## config.mk

```make
export PLATFORM = sky130hd
export DESIGN_NAME = decode_stage
export DESIGN_NICKNAME = d
export VERILOG_FILES = /design/src/rtl/decode_stage.sv
export SDC_FILE = /design/constraint.sdc
export NUM_CORES = 2
export LEC_CHECK = 0
export ABC_CLOCK_PERIOD_IN_PS = 2700
export CAP_MARGIN = 20
export CORE_MARGIN = 5
export CORE_UTILIZATION = 60
export DETAILED_ROUTE_END_ITERATION = 10
export PLACE_DENSITY = 0.79
export SYNTH_ARGS = -nofsm -noshare
export SYNTH_HDL_FRONTEND = slang
export SYNTH_SLANG_ARGS = --single-unit
```

## constraint.sdc

```tcl
create_clock -name clk -period 2.7 [get_ports clk]
set_input_delay 0.675 -clock clk [delete_from_list [all_inputs] [get_ports clk]]
set_output_delay 0.675 -clock clk [all_outputs]
set_load 0.02 [all_outputs]
```

## src/rtl/decode_stage.sv

```systemverilog
// RV32I decode stage: one-entry pipeline register toward execute, with an
// internal 32x32 register file, writeback bypass and operand refresh while stalled.
module decode_stage #(
    parameter bit BYPASS_EN = 1'b1
) (
    input  logic        clk,
    input  logic        reset,
    input  logic        if_valid,
    output logic        if_ready,
    input  logic [31:0] if_pc,
    input  logic [31:0] if_instr,
    input  logic        flush,
    input  logic        wb_en,
    input  logic [4:0]  wb_rd,
    input  logic [31:0] wb_data,
    output logic        id_valid,
    input  logic        id_ready,
    output logic [31:0] id_pc,
    output logic [31:0] id_instr,
    output logic [6:0]  id_opcode,
    output logic [2:0]  id_funct3,
    output logic        id_funct7_b5,
    output logic [4:0]  id_rd,
    output logic [4:0]  id_rs1,
    output logic [4:0]  id_rs2,
    output logic [31:0] id_rs1_data,
    output logic [31:0] id_rs2_data,
    output logic [31:0] id_imm,
    output logic        id_illegal
);

    localparam logic [6:0] OPC_LUI    = 7'b0110111;
    localparam logic [6:0] OPC_AUIPC  = 7'b0010111;
    localparam logic [6:0] OPC_JAL    = 7'b1101111;
    localparam logic [6:0] OPC_JALR   = 7'b1100111;
    localparam logic [6:0] OPC_BRANCH = 7'b1100011;
    localparam logic [6:0] OPC_LOAD   = 7'b0000011;
    localparam logic [6:0] OPC_STORE  = 7'b0100011;
    localparam logic [6:0] OPC_OP_IMM = 7'b0010011;
    localparam logic [6:0] OPC_OP     = 7'b0110011;

    logic [31:0] rf [32];
    logic        accept;
    logic        wb_write;

    logic [6:0]  opc;
    logic [2:0]  f3;
    logic [6:0]  f7;
    logic [4:0]  dec_rd, dec_rs1, dec_rs2;
    logic [31:0] dec_imm, imm_i, imm_s, imm_b, imm_u, imm_j;
    logic        dec_illegal;
    logic [31:0] rs1_val, rs2_val;

    assign if_ready = !flush && (!id_valid || id_ready);
    assign accept   = if_valid && if_ready;
    assign wb_write = wb_en && (wb_rd != 5'd0);

    assign opc = if_instr[6:0];
    assign f3  = if_instr[14:12];
    assign f7  = if_instr[31:25];

    assign imm_i = {{20{if_instr[31]}}, if_instr[31:20]};
    assign imm_s = {{20{if_instr[31]}}, if_instr[31:25], if_instr[11:7]};
    assign imm_b = {{19{if_instr[31]}}, if_instr[31], if_instr[7], if_instr[30:25],
                    if_instr[11:8], 1'b0};
    assign imm_u = {if_instr[31:12], 12'd0};
    assign imm_j = {{11{if_instr[31]}}, if_instr[31], if_instr[19:12], if_instr[20],
                    if_instr[30:21], 1'b0};

    always_comb begin
        dec_illegal = 1'b0;
        dec_imm     = 32'd0;
        dec_rd      = if_instr[11:7];
        dec_rs1     = if_instr[19:15];
        dec_rs2     = 5'd0;
        case (opc)
            OPC_LUI, OPC_AUIPC: begin
                dec_rs1 = 5'd0;
                dec_imm = imm_u;
            end
            OPC_JAL: begin
                dec_rs1 = 5'd0;
                dec_imm = imm_j;
            end
            OPC_JALR: begin
                dec_illegal = (f3 != 3'b000);
                dec_imm     = imm_i;
            end
            OPC_BRANCH: begin
                dec_illegal = (f3 == 3'b010) || (f3 == 3'b011);
                dec_rd      = 5'd0;
                dec_rs2     = if_instr[24:20];
                dec_imm     = imm_b;
            end
            OPC_LOAD: begin
                dec_illegal = (f3 == 3'b011) || (f3 == 3'b110) || (f3 == 3'b111);
                dec_imm     = imm_i;
            end
            OPC_STORE: begin
                dec_illegal = (f3 > 3'b010);
                dec_rd      = 5'd0;
                dec_rs2     = if_instr[24:20];
                dec_imm     = imm_s;
            end
            OPC_OP_IMM: begin
                if (f3 == 3'b001)
                    dec_illegal = (f7 != 7'b0000000);
                else if (f3 == 3'b101)
                    dec_illegal = (f7 != 7'b0000000) && (f7 != 7'b0100000);
                dec_imm = imm_i;
            end
            OPC_OP: begin
                dec_illegal = !((f7 == 7'b0000000) ||
                                ((f7 == 7'b0100000) && ((f3 == 3'b000) || (f3 == 3'b101))));
                dec_rs2     = if_instr[24:20];
            end
            default: dec_illegal = 1'b1;
        endcase
        // Illegal encodings never carry an immediate, even with a known opcode.
        if (dec_illegal)
            dec_imm = 32'd0;
    end

    always_comb begin
        rs1_val = rf[dec_rs1];
        if (dec_rs1 == 5'd0)
            rs1_val = 32'd0;
        else if (BYPASS_EN && wb_en && (wb_rd == dec_rs1))
            rs1_val = wb_data;
        rs2_val = rf[dec_rs2];
        if (dec_rs2 == 5'd0)
            rs2_val = 32'd0;
        else if (BYPASS_EN && wb_en && (wb_rd == dec_rs2))
            rs2_val = wb_data;
    end

    always_ff @(posedge clk or negedge reset) begin
        if (!reset) begin
            for (int i = 0; i < 32; i++)
                rf[i] <= 32'd0;
        end else if (wb_write) begin
            rf[wb_rd] <= wb_data;
        end
    end

    always_ff @(posedge clk or negedge reset) begin
        if (!reset) begin
            id_valid     <= 1'b0;
            id_pc        <= 32'd0;
            id_instr     <= 32'd0;
            id_opcode    <= 7'd0;
            id_funct3    <= 3'd0;
            id_funct7_b5 <= 1'b0;
            id_rd        <= 5'd0;
            id_rs1       <= 5'd0;
            id_rs2       <= 5'd0;
            id_rs1_data  <= 32'd0;
            id_rs2_data  <= 32'd0;
            id_imm       <= 32'd0;
            id_illegal   <= 1'b0;
        end else if (flush) begin
            id_valid <= 1'b0;
        end else if (accept) begin
            id_valid     <= 1'b1;
            id_pc        <= if_pc;
            id_instr     <= if_instr;
            id_opcode    <= opc;
            id_funct3    <= f3;
            id_funct7_b5 <= if_instr[30];
            id_rd        <= dec_rd;
            id_rs1       <= dec_rs1;
            id_rs2       <= dec_rs2;
            id_rs1_data  <= rs1_val;
            id_rs2_data  <= rs2_val;
            id_imm       <= dec_imm;
            id_illegal   <= dec_illegal;
        end else if (id_valid && id_ready) begin
            id_valid <= 1'b0;
        end else if (id_valid && wb_write) begin
            // Stalled: keep held operands coherent with the register file.
            if (wb_rd == id_rs1)
                id_rs1_data <= wb_data;
            if (wb_rd == id_rs2)
                id_rs2_data <= wb_data;
        end
    end

endmodule
```

======== Word level (Yosys, flattened, before mapping) ========
Index checks and enable logic that the tools add are counted.
storage, ports and cells
  logic and storage cells ................. 146
  output and inout port bits .............. 189
  input port bits ......................... 107
  register bits after elaboration ......... 1,212
cells by class
  $lt $le $gt $ge ......................... 5
  bitwise operators ....................... 4
  eq/ne operators ......................... 22
  reductions and logical operators ........ 38
  muxes and demuxes ....................... 32
operator list
  kind                  count
  $bwmux W1024          1
  $mux W32              18
  $bmux W32 S5          2
  $demux W32 S5         1
  $pmux W32 S5          1
  $eq A7 B6 Y1 const B  4
  $eq A7 B7 Y1 const B  3
  $eq A5 B5 Y1          4
  $ge A6 B6 Y1 const B  3
  $not A5 Y6            3
  $mux W5               3
  $eq A7 B5 Y1 const B  2
  $logic_and A1 B1 Y1   10
  $logic_not A5 Y1      2
  $eq A3 B3 Y1 const B  3
  $reduce_or A3 Y1      3
  $reduce_and A4 Y1     2
  $eq A7 B2 Y1 const B  1
  $logic_not A7 Y1      1
  $ne A7 B6 Y1 const B  1
  $pmux W1 S7           1
  $reduce_bool A7 Y1    1
  $eq A3 B2 Y1 const B  2
  $logic_or A1 B1 Y1    6
  13 further kinds      23

======== Longest topological paths before layout ========
  word-level depth ........................ 10
  gate-level depth with buffers ........... 12

======== Least setup slack after synthesis ========
No wires, ideal clock.
  path kind ............................... in2reg
  start point ............................. input if_instr[6]
  end point ............................... register id_rs2_data[14]
  cell stages on the path ................. 11
  arrival ................................. 2.642 ns
  required time ........................... 2.563 ns
  library setup time ...................... 0.137 ns
  slack ................................... -0.079 ns
  path buffers ............................ 4
  cell sequence ........................... buf_4 > a21bo_2 > buf_4 > nor3_4 > buf_4 > buf_4 > mux2i_1 > mux2i_1 > a211o_1 > a222oi_1 > o31ai_1
on the way
  cells in the longest elaborated chain, start to end .. 10
RTL lines
  element                                       line  text
  start: declaration                            11    input logic [31:0] if_instr,
  $eq A7 B6 Y1 or $eq A7 B7 Y1 (tied branches)  76    case (opc)
  $reduce_or A3 Y1 (no source line) *           --
  $mux W5 *                                     76
  $not A5 Y6 (implied by the code)              130   rs2_val = rf[dec_rs2];
  $bmux W32 S5                                  130
  $mux W32 (implied by the code) (2 in series)  130
  $mux W32                                      133   else if (BYPASS_EN && wb_en && (wb_rd == dec_rs2))
  $mux W32 *                                    131   if (dec_rs2 == 5'd0)
  $mux W32 *                                    163   end else if (accept) begin
  end signal: assignment                        174   id_rs2_data <= rs2_val;
  end signal: assignment                        184   id_rs2_data <= wb_data;
  end: declaration                              27    output logic [31:0] id_rs2_data,
Every way passes the cells marked *; elsewhere a longest branch is shown, timed or not. The select of a mux whose other input is x is not followed.
A chain may end at the register's enable or synchronous reset.

======== Worst setup path after layout ========
  start point ............................. input if_instr[3]
  end point ............................... register id_rs2_data[0]
Same word-level chain as after synthesis.

==> impl_metrics.toml <==
[power_and_ir_drop]
power_density_nw_per_um2 = 666
ir_worst_vdd_uv = 657
total_leakage_power_nw = 36.2
power_w = 0.0546

[final_layout]
seq_area_um2 = 30100
multi_input_area_um2 = 32000
nets = 6790
num-fill-cells = 6892
final_cell_area_um2 = 82000
drive_gt1_share_pct = 36.4
syn2layout_area_growth_pct = 27.6

[synthesis]
synth_edf_count = 0
synth_cell_types = 98
seq_area_frac_synth_pct = 46.8
netlist_instances = 5849
syn_avg_cell_area_um2 = 11.0
syn-num-nets = 5956
synth_ff_type = "dfrtp_1"
synth_warnings = 0
async_flop_share_pct = 100
ys_ff_latch = 1201
syn_area_um2 = 64200

[clock_network]
cts_max_path_buffers = 3
root_buffer = "clkbuf_16"
cts_tree = "built"
cts_buffers = 132
clock_latency_ns = 0.78
cts_sinks = 1201
path_clk_slew_ns = 0.06
htreeDepth = 4

[critical_path]
r2r_cells = 8
crit_slowest_cell = "a211oi_1"
reg2reg_slack_ns = 0.05
max_stage_delay_ns = 0.39
cp_data_required_time_ns = 3.34
cp.arrival_ns = 3.40
crit_type = "in2reg"
rr_startpoint = "id_valid$_DFFE_PN0P_"
endpoint_kind = "flip-flop"
r2r_end = "id_rs2_data[16]$_DFFE_PN0P_"
crit_path_cell_trace = "dlygate4sd2_1 -> nand4bb_4 -> buf_6 -> nor3_4 -> buf_12 -> buf_12 -> clkbuf_16 -> buf_4 -> mux2i_1 -> mux2i_1 -> a211oi_1 -> o211a_1 -> o21ai_1"
cp-start-kind = "input pin"
critPathMaxFanout = 6

[placed_design]
port_buffers = 295
gp_routability_congestion = 1.09
post-dp-hpwl_um = 210000
dpl_cell_area_um2 = 76800
pre_cts_ws_ns = -1.20

[route]
wl_per_cell_um = 37.1
vias_per_cell = 7.55
first_iter_violations = 11400
drc_errors = 0
vias = 62000
wirelength_um = 305000
drtAntennaViolNets = 0
dr.pass1.iters = 10

[global_routing]
track_usage_pct = 52.3
grt_max_degree = 96
grt_pass1_wl_um = 429000
grt-ovfl-total = 0
antenna_found_initial = 27
grt_pass1_vias = 59800

[floorplan]
ios = 296
rows = 120
die_w_um = 337
die_y_um = 337
core_um2 = 107000
initial_core_util_pct = 60.2
dieArea_um2 = 114000

[timing]
max-slew-margin-rel_pct = 39.1
skew_ns = 0.0311
hold_slack_ns = 0.281
hold_viol = 0
setup-violations-final = 8
slew_viol_final = 0
fmax_mhz = 363
period_share_pct = 102
tightest_slew_ns = 0.891
finalCriticalPeriod_ns = 2.75
finalWorstSetupSlack_ns = -0.0511

[min_path]
hold_depth = 3
hold_class = "in2reg"
holdPathEnd = "id_instr[0]$_DFFE_PN0P_"
hold_start = "if_instr[0]"

[outcome]
violations = "setup timing"
status = "finished with violations"

[job]
max_cap_violations = 0
## cell usage in the layout (no fill, tap or decap), drive strengths merged, types with 14 or more instances in the layout
cell and count:
a2111oi 36, a211o 30, a211oi 160, a21oi 237, a221o 32, a221oi 125
a22o 18, a22oi 49, a2bb2oi 16, a31oi 82, a32oi 26, and2 23
and3 26, buf 1026, clkbuf 208, clkdlybuf4s50 276, clkinv 20, dfrtp 1201
diode 23, inv 22, mux2 1079, mux2i 399, mux4 14, nand2 624
nand3 98, nand4 32, nor2 155, nor2b 38, nor3 49, nor4 14
o211ai 33, o21ai 262, o221ai 37, o22ai 60, o2bb2ai 20, o31a 24
o31ai 17, o32a 15, o32ai 19, or3 15
## through the flow
| step | util, % | std cells | setup TNS, ns |
|---|---|---|---|
| floorplan | - | 5849 | -0.0221 |
| global route | 76.7 | 8195 | -0.206 |
| CTS | 76.5 | 8184 | 0 |
| finish | 76.8 | 8215 | -0.229 |
| global placement | 71.9 | 7922 | -260.97 |
| detailed placement | 71.9 | 7923 | -277.81 |
## flip-flops by register name, indices dropped and copies added (netlist names)
name	cells
id_valid	1
id_rs1_data	32
id_instr	32
id_rs2	5
id_illegal	1
id_rs2_data	32
rf	1024
id_rs1	5
id_imm	32
id_rd	5
id_pc	32
## area by class of cell
type,count,share of cell area [%]
Multi-Input combinational cell,4010,39.1
Sequential cell,1201,36.7
Timing Repair Buffer,1320,16.6
Clock buffer,205,4.86
Tap cell,1403,2.14
Clock inverter,35,0.543
Inverter,18,0.0824
Antenna cell,23,0.0702
## routing by layer
metal	part of all wire [%]	GRT usage, %
met4	10	40.7
met1	34	64.4
met5	0.050	0.511
met3	17	24.7
met2	39	70.3
## worst max-delay path, delay by kind of cell
kind | cells | cell delay (ns)
AO/OA/AOI/OAI | 3 | 0.63
buffers and inverters | 6 | 1.13
AND/OR/NAND/NOR | 2 | 0.57
multiplexers | 2 | 0.36
## worst max path at each step
| stage | start | to | cells past startpoint |
|---|---|---|---|
| detailed placement | if_instr[1] | id_rs1_data[27]$_DFFE_PN0P_ | 11 |
| CTS | if_instr[2] | id_rs2_data[21]$_DFFE_PN0P_ | 12 |
| finish | if_instr[3] | id_rs2_data[0]$_DFFE_PN0P_ | 13 |
| floorplan | if_instr[4] | id_rs1_data[3]$_DFFE_PN0P_ | 9 |
| global placement | if_instr[1] | id_rs1_data[27]$_DFFE_PN0P_ | 11 |
| global route | if_instr[3] | id_rs2_data[14]$_DFFE_PN0P_ | 12 |
## power by group
part           switching [W]  internal (W)
clock                0.00786        0.0109
combinational        0.00585       0.00581
sequential           0.00299        0.0212
## cells by family after synthesis
kind of cell / after synthesis / synth area share (%)
mux: 1492 / 25.6
compound gates: 1388 / 15.3
flops: 1201 / 46.8
simple gates: 1116 / 7.80
buf+inv: 638 / 4.34
xor+xnor: 13 / 0.177
fa+ha+maj: 1 / 0.0156
## synthesized netlist by cell type, types with 16 or more instances
| cell | n | area share [%] |
|---|---|---|
| o211ai_1 | 33 | 0.39 |
| and2_1 | 20 | 0.19 |
| a211o_1 | 30 | 0.41 |
| o21ai_0 | 253 | 2.0 |
| a21oi_1 | 237 | 1.8 |
| nand4_1 | 31 | 0.30 |
| nand2_1 | 622 | 3.6 |
| a221o_1 | 32 | 0.50 |
| and3_1 | 26 | 0.25 |
| mux2_2 | 1079 | 19 |
| a2bb2oi_1 | 16 | 0.22 |
| a2111oi_0 | 35 | 0.48 |
| nand3_1 | 98 | 0.76 |
| buf_2 | 174 | 1.4 |
| clkbuf_1 | 327 | 1.9 |
| buf_1 | 76 | 0.44 |
| o2bb2ai_1 | 20 | 0.27 |
| dfrtp_1 | 1201 | 47 |
| buf_4 | 39 | 0.46 |
| a211oi_1 | 160 | 1.9 |
| o31a_1 | 24 | 0.33 |
| mux2i_1 | 399 | 6.2 |
| a31oi_1 | 82 | 0.80 |
| o31ai_1 | 17 | 0.20 |
| o221ai_1 | 35 | 0.48 |
| a22o_1 | 18 | 0.25 |
| nor3_1 | 42 | 0.33 |
| o22ai_1 | 59 | 0.57 |
| a32oi_1 | 26 | 0.35 |
| a221oi_1 | 123 | 1.7 |
| o32ai_1 | 19 | 0.26 |
| nor2_1 | 153 | 0.89 |
| nor2b_1 | 38 | 0.37 |
| a22oi_1 | 48 | 0.56 |
## what timing repair did
| action | in CTS | in global routing |
|---|---|---|
| setup endpoints to repair | 67 | 57 |
| pin swaps | 10 | 11 |
| hold buffers | 1 | 0 |
| gates cloned | 3 | 2 |
| buffers inserted | 17 | 6 |
| gates resized for setup | 73 | 41 |
| hold endpoints to repair | 45 | 0 |
Note: power is estimated with default switching activity, not from simulation.
